File: config.mk
export PLATFORM = sky130hd
export DESIGN_NAME = floor_request_scheduler
export DESIGN_NICKNAME = d
export VERILOG_FILES = /design/src/rtl/elevator_pkg.sv /design/src/rtl/call_sync_edge.sv /design/src/rtl/floor_request_scheduler.sv
export SDC_FILE = /design/constraint.sdc
export NUM_CORES = 1
export LEC_CHECK = 0
export BUFFER_PORTS_ARGS = -buffer_cell sky130_fd_sc_hd__buf_2
export CAP_MARGIN = 10
export CORE_MARGIN = 2
export CORE_UTILIZATION = 43
export CTS_CLUSTER_DIAMETER = 100
export CTS_CLUSTER_SIZE = 40
export DETAILED_ROUTE_END_ITERATION = 8
export GPL_TIMING_DRIVEN = 0
export SLEW_MARGIN = 20
export SYNTH_ARGS = -nofsm -noshare
export SYNTH_HDL_FRONTEND = slang
export SYNTH_HIERARCHICAL = 1
export SYNTH_SLANG_ARGS = --single-unit
File: constraint.sdc
create_clock -name clk -period 4.3 [get_ports clk]
set_input_delay 0.215 -clock clk [delete_from_list [all_inputs] [get_ports clk]]
set_output_delay 0.215 -clock clk [all_outputs]
set_load 0.01 [all_outputs]
File: src/rtl/elevator_pkg.sv
`default_nettype none
// ============================================================================
// Module   : elevator_pkg
// Brief    : Shared types and constants for the floor request scheduler.
// Revision : 1.0
// ============================================================================
package elevator_pkg;

    localparam int   c_DEF_NUM_FLOORS = 10;
    localparam int   c_DEF_FLOOR_W    = 4;
    localparam int   c_FLOOR_CODE_W   = 5;

    localparam logic c_DIR_UP   = 1'b1;
    localparam logic c_DIR_DOWN = 1'b0;

    typedef enum logic [1:0] {
        IDLE = 2'd0,
        MOVE = 2'd1,
        DOOR = 2'd2
    } state_t;

endpackage
`default_nettype wire

File: src/rtl/call_sync_edge.sv
`default_nettype none
// ============================================================================
// Module   : call_sync_edge
// Brief    : 2-FF synchroniser plus rising-edge detector for floor-call inputs.
// Revision : 1.0
// ============================================================================
module call_sync_edge
    import elevator_pkg::*;
#(
    parameter int NUM_FLOORS = c_DEF_NUM_FLOORS
) (
    input  logic                  clk,
    input  logic                  reset,
    input  logic [NUM_FLOORS-1:0] call_btn,
    output logic [NUM_FLOORS-1:0] set
);

    logic [NUM_FLOORS-1:0] r_sync1;
    logic [NUM_FLOORS-1:0] r_sync2;
    logic [NUM_FLOORS-1:0] r_sync3;

    always_ff @(posedge clk) begin
        if (reset) begin
            r_sync1 <= '0;
            r_sync2 <= '0;
            r_sync3 <= '0;
        end else begin
            r_sync1 <= call_btn;
            r_sync2 <= r_sync1;
            r_sync3 <= r_sync2;
        end
    end

    // A held switch yields a single one-cycle pulse.
    assign set = r_sync2 & ~r_sync3;

endmodule
`default_nettype wire

File: src/rtl/floor_request_scheduler.sv
`default_nettype none
// ============================================================================
// Module   : floor_request_scheduler
// Brief    : SCAN-ordered elevator scheduler with travel timing and door dwell.
// Revision : 1.0
// ============================================================================
module floor_request_scheduler
    import elevator_pkg::*;
#(
    parameter int NUM_FLOORS      = c_DEF_NUM_FLOORS,
    parameter int FLOOR_W         = c_DEF_FLOOR_W,
    parameter int TICKS_PER_FLOOR = 100_000_000,
    parameter int DOOR_TICKS      = 200_000_000
) (
    input  logic                      clk,
    input  logic                      reset,
    input  logic [NUM_FLOORS-1:0]     call_btn,
    output logic [c_FLOOR_CODE_W-1:0] floor_code,
    output logic [FLOOR_W-1:0]        cur_floor,
    output logic [NUM_FLOORS-1:0]     pending,
    output logic                      moving,
    output logic                      dir_up,
    output logic                      door_open
);

    localparam int c_TICK_MAX = (TICKS_PER_FLOOR > DOOR_TICKS) ? TICKS_PER_FLOOR : DOOR_TICKS;
    localparam int c_TIMER_W  = (c_TICK_MAX > 1) ? $clog2(c_TICK_MAX) : 1;
    localparam logic [c_TIMER_W-1:0] c_MOVE_LAST = c_TIMER_W'(TICKS_PER_FLOOR - 1);
    localparam logic [c_TIMER_W-1:0] c_DOOR_LAST = c_TIMER_W'(DOOR_TICKS - 1);

    state_t                      r_state;
    logic [c_TIMER_W-1:0]        r_timer;
    logic [FLOOR_W-1:0]          r_cur_floor;
    logic [NUM_FLOORS-1:0]       r_pending;
    logic                        r_dir_up;
    logic                        r_eval;
    logic                        r_moving;
    logic                        r_door_open;
    logic [c_FLOOR_CODE_W-1:0]   r_floor_code;

    state_t                      w_state_next;
    logic [c_TIMER_W-1:0]        w_timer_next;
    logic [FLOOR_W-1:0]          w_floor_next;
    logic                        w_dir_next;
    logic                        w_eval_next;
    logic                        w_step;
    logic [NUM_FLOORS-1:0]       w_set;
    logic [NUM_FLOORS-1:0]       w_clr;
    logic [NUM_FLOORS-1:0]       w_suppress;
    logic [NUM_FLOORS-1:0]       w_cur_onehot;
    logic [NUM_FLOORS-1:0]       w_pending_next;
    logic                        w_above;
    logic                        w_below;
    logic                        w_here;
    logic                        w_press_here;
    logic                        w_ahead;
    logic                        w_behind;

    call_sync_edge #(
        .NUM_FLOORS (NUM_FLOORS)
    ) u_call_sync_edge (
        .clk      (clk),
        .reset    (reset),
        .call_btn (call_btn),
        .set      (w_set)
    );

    always_comb begin
        w_above      = 1'b0;
        w_below      = 1'b0;
        w_cur_onehot = '0;
        for (int j = 0; j < NUM_FLOORS; j++) begin
            if (j == int'(r_cur_floor)) w_cur_onehot[j] = 1'b1;
            if (r_pending[j] && (j > int'(r_cur_floor))) w_above = 1'b1;
            if (r_pending[j] && (j < int'(r_cur_floor))) w_below = 1'b1;
        end
    end

    assign w_here         = |(r_pending & w_cur_onehot);
    assign w_press_here   = |(w_set & w_cur_onehot);
    assign w_ahead        = r_dir_up ? w_above : w_below;
    assign w_behind       = r_dir_up ? w_below : w_above;
    // A re-press at the open floor only extends the dwell.
    assign w_suppress     = (r_state == DOOR) ? w_cur_onehot : '0;
    assign w_pending_next = (r_pending & ~w_clr) | (w_set & ~w_suppress);

    always_comb begin
        w_state_next = r_state;
        w_timer_next = r_timer + c_TIMER_W'(1);
        w_floor_next = r_cur_floor;
        w_dir_next   = r_dir_up;
        w_eval_next  = 1'b0;
        w_step       = 1'b0;
        w_clr        = '0;
        case (r_state)
            IDLE: begin
                w_timer_next = '0;
                if (w_here) begin
                    w_clr        = w_cur_onehot;
                    w_state_next = DOOR;
                end else if (w_above && (r_dir_up || !w_below)) begin
                    w_dir_next   = c_DIR_UP;
                    w_state_next = MOVE;
                end else if (w_below) begin
                    w_dir_next   = c_DIR_DOWN;
                    w_state_next = MOVE;
                end
            end
            MOVE: begin
                if (r_timer == c_MOVE_LAST) w_timer_next = '0;
                if (r_eval && w_here) begin
                    w_clr        = w_cur_onehot;
                    w_state_next = DOOR;
                    w_timer_next = '0;
                end else if (r_eval && !w_ahead && !w_behind) begin
                    w_state_next = IDLE;
                    w_timer_next = '0;
                end else begin
                    if (r_eval && !w_ahead) w_dir_next = ~r_dir_up;
                    // The evaluation cycle never steps, so a decision always sees the new floor.
                    if (!r_eval && (r_timer == c_MOVE_LAST)) begin
                        w_step       = 1'b1;
                        w_eval_next  = 1'b1;
                        w_floor_next = r_dir_up ? (r_cur_floor + FLOOR_W'(1))
                                                : (r_cur_floor - FLOOR_W'(1));
                    end
                end
            end
            DOOR: begin
                if (w_press_here) begin
                    w_timer_next = '0;
                end else if (r_timer == c_DOOR_LAST) begin
                    w_state_next = IDLE;
                    w_timer_next = '0;
                end
            end
            default: begin
                w_state_next = IDLE;
                w_timer_next = '0;
            end
        endcase
    end

    always_ff @(posedge clk) begin
        if (reset) begin
            r_state      <= IDLE;
            r_timer      <= '0;
            r_cur_floor  <= '0;
            r_pending    <= '0;
            r_dir_up     <= c_DIR_UP;
            r_eval       <= 1'b0;
            r_moving     <= 1'b0;
            r_door_open  <= 1'b0;
            r_floor_code <= '0;
        end else begin
            r_state      <= w_state_next;
            r_timer      <= w_timer_next;
            r_cur_floor  <= w_floor_next;
            r_pending    <= w_pending_next;
            r_dir_up     <= w_dir_next;
            r_eval       <= w_eval_next;
            r_moving     <= (w_state_next == MOVE);
            r_door_open  <= (w_state_next == DOOR);
            r_floor_code <= c_FLOOR_CODE_W'(w_floor_next);
        end
    end

    always_ff @(posedge clk) begin
        if (!reset && w_step) begin
            assert (r_dir_up ? (int'(r_cur_floor) < NUM_FLOORS - 1) : (r_cur_floor != '0));
        end
    end

    assign floor_code = r_floor_code;
    assign cur_floor  = r_cur_floor;
    assign pending    = r_pending;
    assign moving     = r_moving;
    assign dir_up     = r_dir_up;
    assign door_open  = r_door_open;

endmodule
`default_nettype wire

==> metrics.md <==
| Metric | Value |
|---|---|
| Count of different cell masters after synthesis | `slightly below 60` |
| Largest net degree at the start of global routing | `17` |
| Setup CP Type | `flip-flop to flip-flop` |
| R2R setup slack | `1160 ps` |
| Syn. warnings | `6` |
| Hold_buf cts | `0` |
| EDFF count, synth | `0` |
| Gr ovfl total | `0` |
| P_sw | `0.4396 mW` |
| Register share of total power | `49.9%` |
| RSZ-0062 raised after global routing | `no` |
| GPL Wtd Cong | `between 0.8 and 0.9` |
| Max transition margin | `63.58%` |
| Leak | `around 1.6 nW` |
| Hold path depth | `2` |
| Worst vdd ir | `164.8 µV` |
| Syn_nets | `440` |
| Placed Area | `4073 µm²` |
| Placed Instances | `559` |
| Top FF cell, synth | `dfxtp_1` |
| Final instance area | `4283 µm²` |
| CTS clock-pin slew for the worst setup and hold paths | `100 ps` |
| Mapped Cells | `419` |
| Hold EP | `u_call_sync_edge/r_sync1[3]` |
| Initial DRC count | `193` |
| WL/cell | `13.54 µm` |
| Status | `completed` |
| Setup WS pre-CTS | `1178 ps` |
| Setup violators final | `0` |
| Sequential share of the synthesized area | `41.34%` |
| CP Data Required Time | `roughly 4500 ps` |
| Part of the power in combinational logic | `between 10% and 20%` |
| Async SR Flop Fraction | `0%` |
| Hold Startpoint | `call_btn[3]` |
| Post-CTS Setup Repair Bufs | `0` |
| Max Cap Viol | `0` |
| WHS | `62.86 ps` |
| Crit end category | `flip-flop` |
| Die Ht | `~98 µm` |
| CTS Buf Count | `9` |
| Nets@finish | `483` |
| Port buffer count | `32` |
| Worst Path Arrival | `3380 ps` |
| DRT antenna net count | `0` |
| Clk_lat worst skew | `approximately 350 ps` |
| Initial antenna violation count | `0` |
| Fin worst setup slack | `between 1000 and 1500 ps` |
| Clock Sinks | `between 70 and 80` |
| Synthesized area | `~3800 µm²` |
| Post-Route WL | `7786 µm` |
| Clk_skew | `around 13 ps` |
| Peak fanout along the critical path | `12` |
| Worst setup SP type | `flip-flop` |
| Via count | `2,982` |
| DR pass1 iterations | `4` |
| DR DRC count | `0` |
| CTS tree | `built` |
| Avg Inst Size Synth | `~9.0 µm²` |
| Final-report max-slew violation count | `0` |
| Root Buffer | `clkbuf_8` |
| Switching share of power | `about 28%` |
| Count of final hold-check violations | `0` |
| IO Count | `34` |
| Clock power frac | `37.7%` |
| Detail Placement HPWL | `5514 µm` |
| GRT Resource Usage Total | `~17%` |
| Share of layout cells above drive strength 1 | `21.63%` |
| Final core occ | `49.59%` |
| Die W | `97.73 µm` |
| Vias in the first global route | `2,781` |
| P_int | `1.118 mW` |
| Final min period | `3144 ps` |
| Power Dens Cells | `363.7 nW/µm²` |
| Starting density of the core | `43.74%` |
| Actual slew at the worst max-slew pin | `542.2 ps` |
| Reg2Reg Depth | `10` |
| # rows | `34` |
| H-tree depth | `3` |
| Worst flop-to-flop path startpoint | `floor_code[1]` |
| Non-Filler Instances | `~580` |
| Fillers | `854` |
| Seq cells post-synth | `slightly below 80` |
| Die Area | `9550 µm²` |
| Ant diodes | `0` |
| Layout area overhead | `13.38%` |
| Setup_tns | `0 ps` |
| Total chip power | `~1.6 mW` |
| Max Fclk | `318.1 MHz` |
| Clock Tree Buf Depth | `2` |
| Hold WC Path Type | `input port to flip-flop` |
| Resized Gates After CTS | `0` |
| First-pass GRT wire length | `13,220 µm` |
| CORE AREA | `8636 µm²` |
| Via/cell ratio | `5.186` |
| R2r endpoint | `door_open` |
| Final period utilization | `around 73%` |
-- registers in the layout, summed over array words and instances (netlist names) --
signal                    flops
door_open                     1
floor_code                    4
pending                      10
r_timer                      28
u_call_sync_edge/r_sync1     10
u_call_sync_edge/r_sync3     10
dir_up                        1
u_call_sync_edge/r_sync2     10
r_eval                        1
r_state                       2
moving                        1
-- Yosys cell counts (2+ instances only) --
library cell	n	share of area, %
nor2b_2	24	5.6
a222oi_1	2	0.53
a211o_1	2	0.46
ha_1	9	3.0
a21oi_1	18	2.4
nor3_1	5	0.66
nand3b_1	3	0.60
buf_2	2	0.26
buf_4	6	1.2
and2_1	3	0.50
nand3_1	18	2.4
nor2b_1	19	3.1
xnor2_1	12	2.8
mux2i_1	2	0.53
inv_1	16	1.6
a22oi_1	3	0.60
xor2_1	18	4.2
nor4_1	6	0.99
o21ai_0	18	2.4
nand2b_1	3	0.50
nor2_2	2	0.33
or2_2	3	0.50
and4_1	2	0.46
and3_1	6	0.99
dfxtp_1	78	41
buf_6	7	2.1
a221o_1	3	0.79
nand2_1	20	2.0
nand4_1	9	1.5
or4_1	2	0.40
a221oi_1	4	0.93
nor2_1	56	5.6
or3_1	2	0.33
nor2_4	8	2.4
nand4b_1	3	0.70
clkbuf_1	3	0.30
-- power by group through the flow --
| stage | Sequential [mW] | Combinational [mW] | Clock (mW) |
|---|---|---|---|
| 2_1_floorplan | 0.793 | 0.141 | 0 |
| 3_3_place_gp | 0.794 | 0.190 | 0 |
| 3_5_place_dp | 0.794 | 0.193 | 0 |
| 4_1_cts | 0.777 | 0.193 | 0.605 |
| 5_1_grt | 0.782 | 0.214 | 0.632 |
| 6_report | 0.777 | 0.193 | 0.587 |
-- cell type report --
cell class                      count  area (µm²)  area share (%)
Multi-Input combinational cell    305        1987           46.39
Tap cell                          108       135.1           3.155
Clock buffer                        9       123.9           2.892
Inverter                           16       60.06           1.402
Sequential cell                    78        1562           36.46
Timing Repair Buffer               32       160.2           3.739
Clock inverter                      7       86.33           2.016
Buffer                             20       168.9           3.944
-- cells in the final DEF, fill, tap and decap left out, types with 4 or more instances in the layout --
cell type,n
nor3_1,5
ha_1,9
and3_1,6
nand4_1,9
dfxtp_1,78
nor2b_1,19
o21ai_0,18
nand2_1,20
buf_6,7
nor2b_2,24
nor2_1,56
clkbuf_8,9
nor4_1,6
a21oi_1,18
nand3_1,18
nor2_4,8
buf_4,6
xor2_1,18
a221oi_1,4
inv_1,16
xnor2_1,12
buf_2,34
-- worst max path at each step --
stage                  startpoint    endpoint  slack (ps)
floorplan           floor_code[0]  r_timer[2]        1540
global placement    floor_code[1]  r_timer[2]        1250
detailed placement  floor_code[1]   door_open        1180
CTS                 floor_code[1]   door_open        1170
global route        floor_code[1]   door_open         970
finish              floor_code[1]   door_open        1160
-- layer usage --
layer / vias up / GRT usage, % / routed length, µm / share of wire [%]
met5: - / 0 / 0 / 0
met4: 0 / 5.769 / 129 / 1.7
met3: 13 / 3.597 / 281 / 3.6
met2: 55 / 25.52 / 3403 / 44
met1: 1389 / 24.01 / 3971 / 51
li1: 1525 / - / - / -
-- critical path, cell delays in order, from the launching register on --
cell and delay [ps]:
dfxtp_1 570, inv_1 140, ha_1 240, buf_2 200, a222oi_1 360, o221ai_1 200, or4_1 490, nor4_1 230
a211oi_1 80, o2bb2a_1 330, and3_1 200
-- kinds of logic (layout without fill, tap and decap cells) --
kind of cell	count (synthesis)	count (layout)	synth area share [%]
compound gates	65	65	11.56
xor+xnor	30	30	6.956
fa+ha+maj	9	9	2.981
buf+inv	36	84	6.062
flops	78	78	41.34
mux	2	2	0.5300
other cells	1	1	0.09928
simple gates	198	198	30.47
Power figures use the tool's default switching activity.
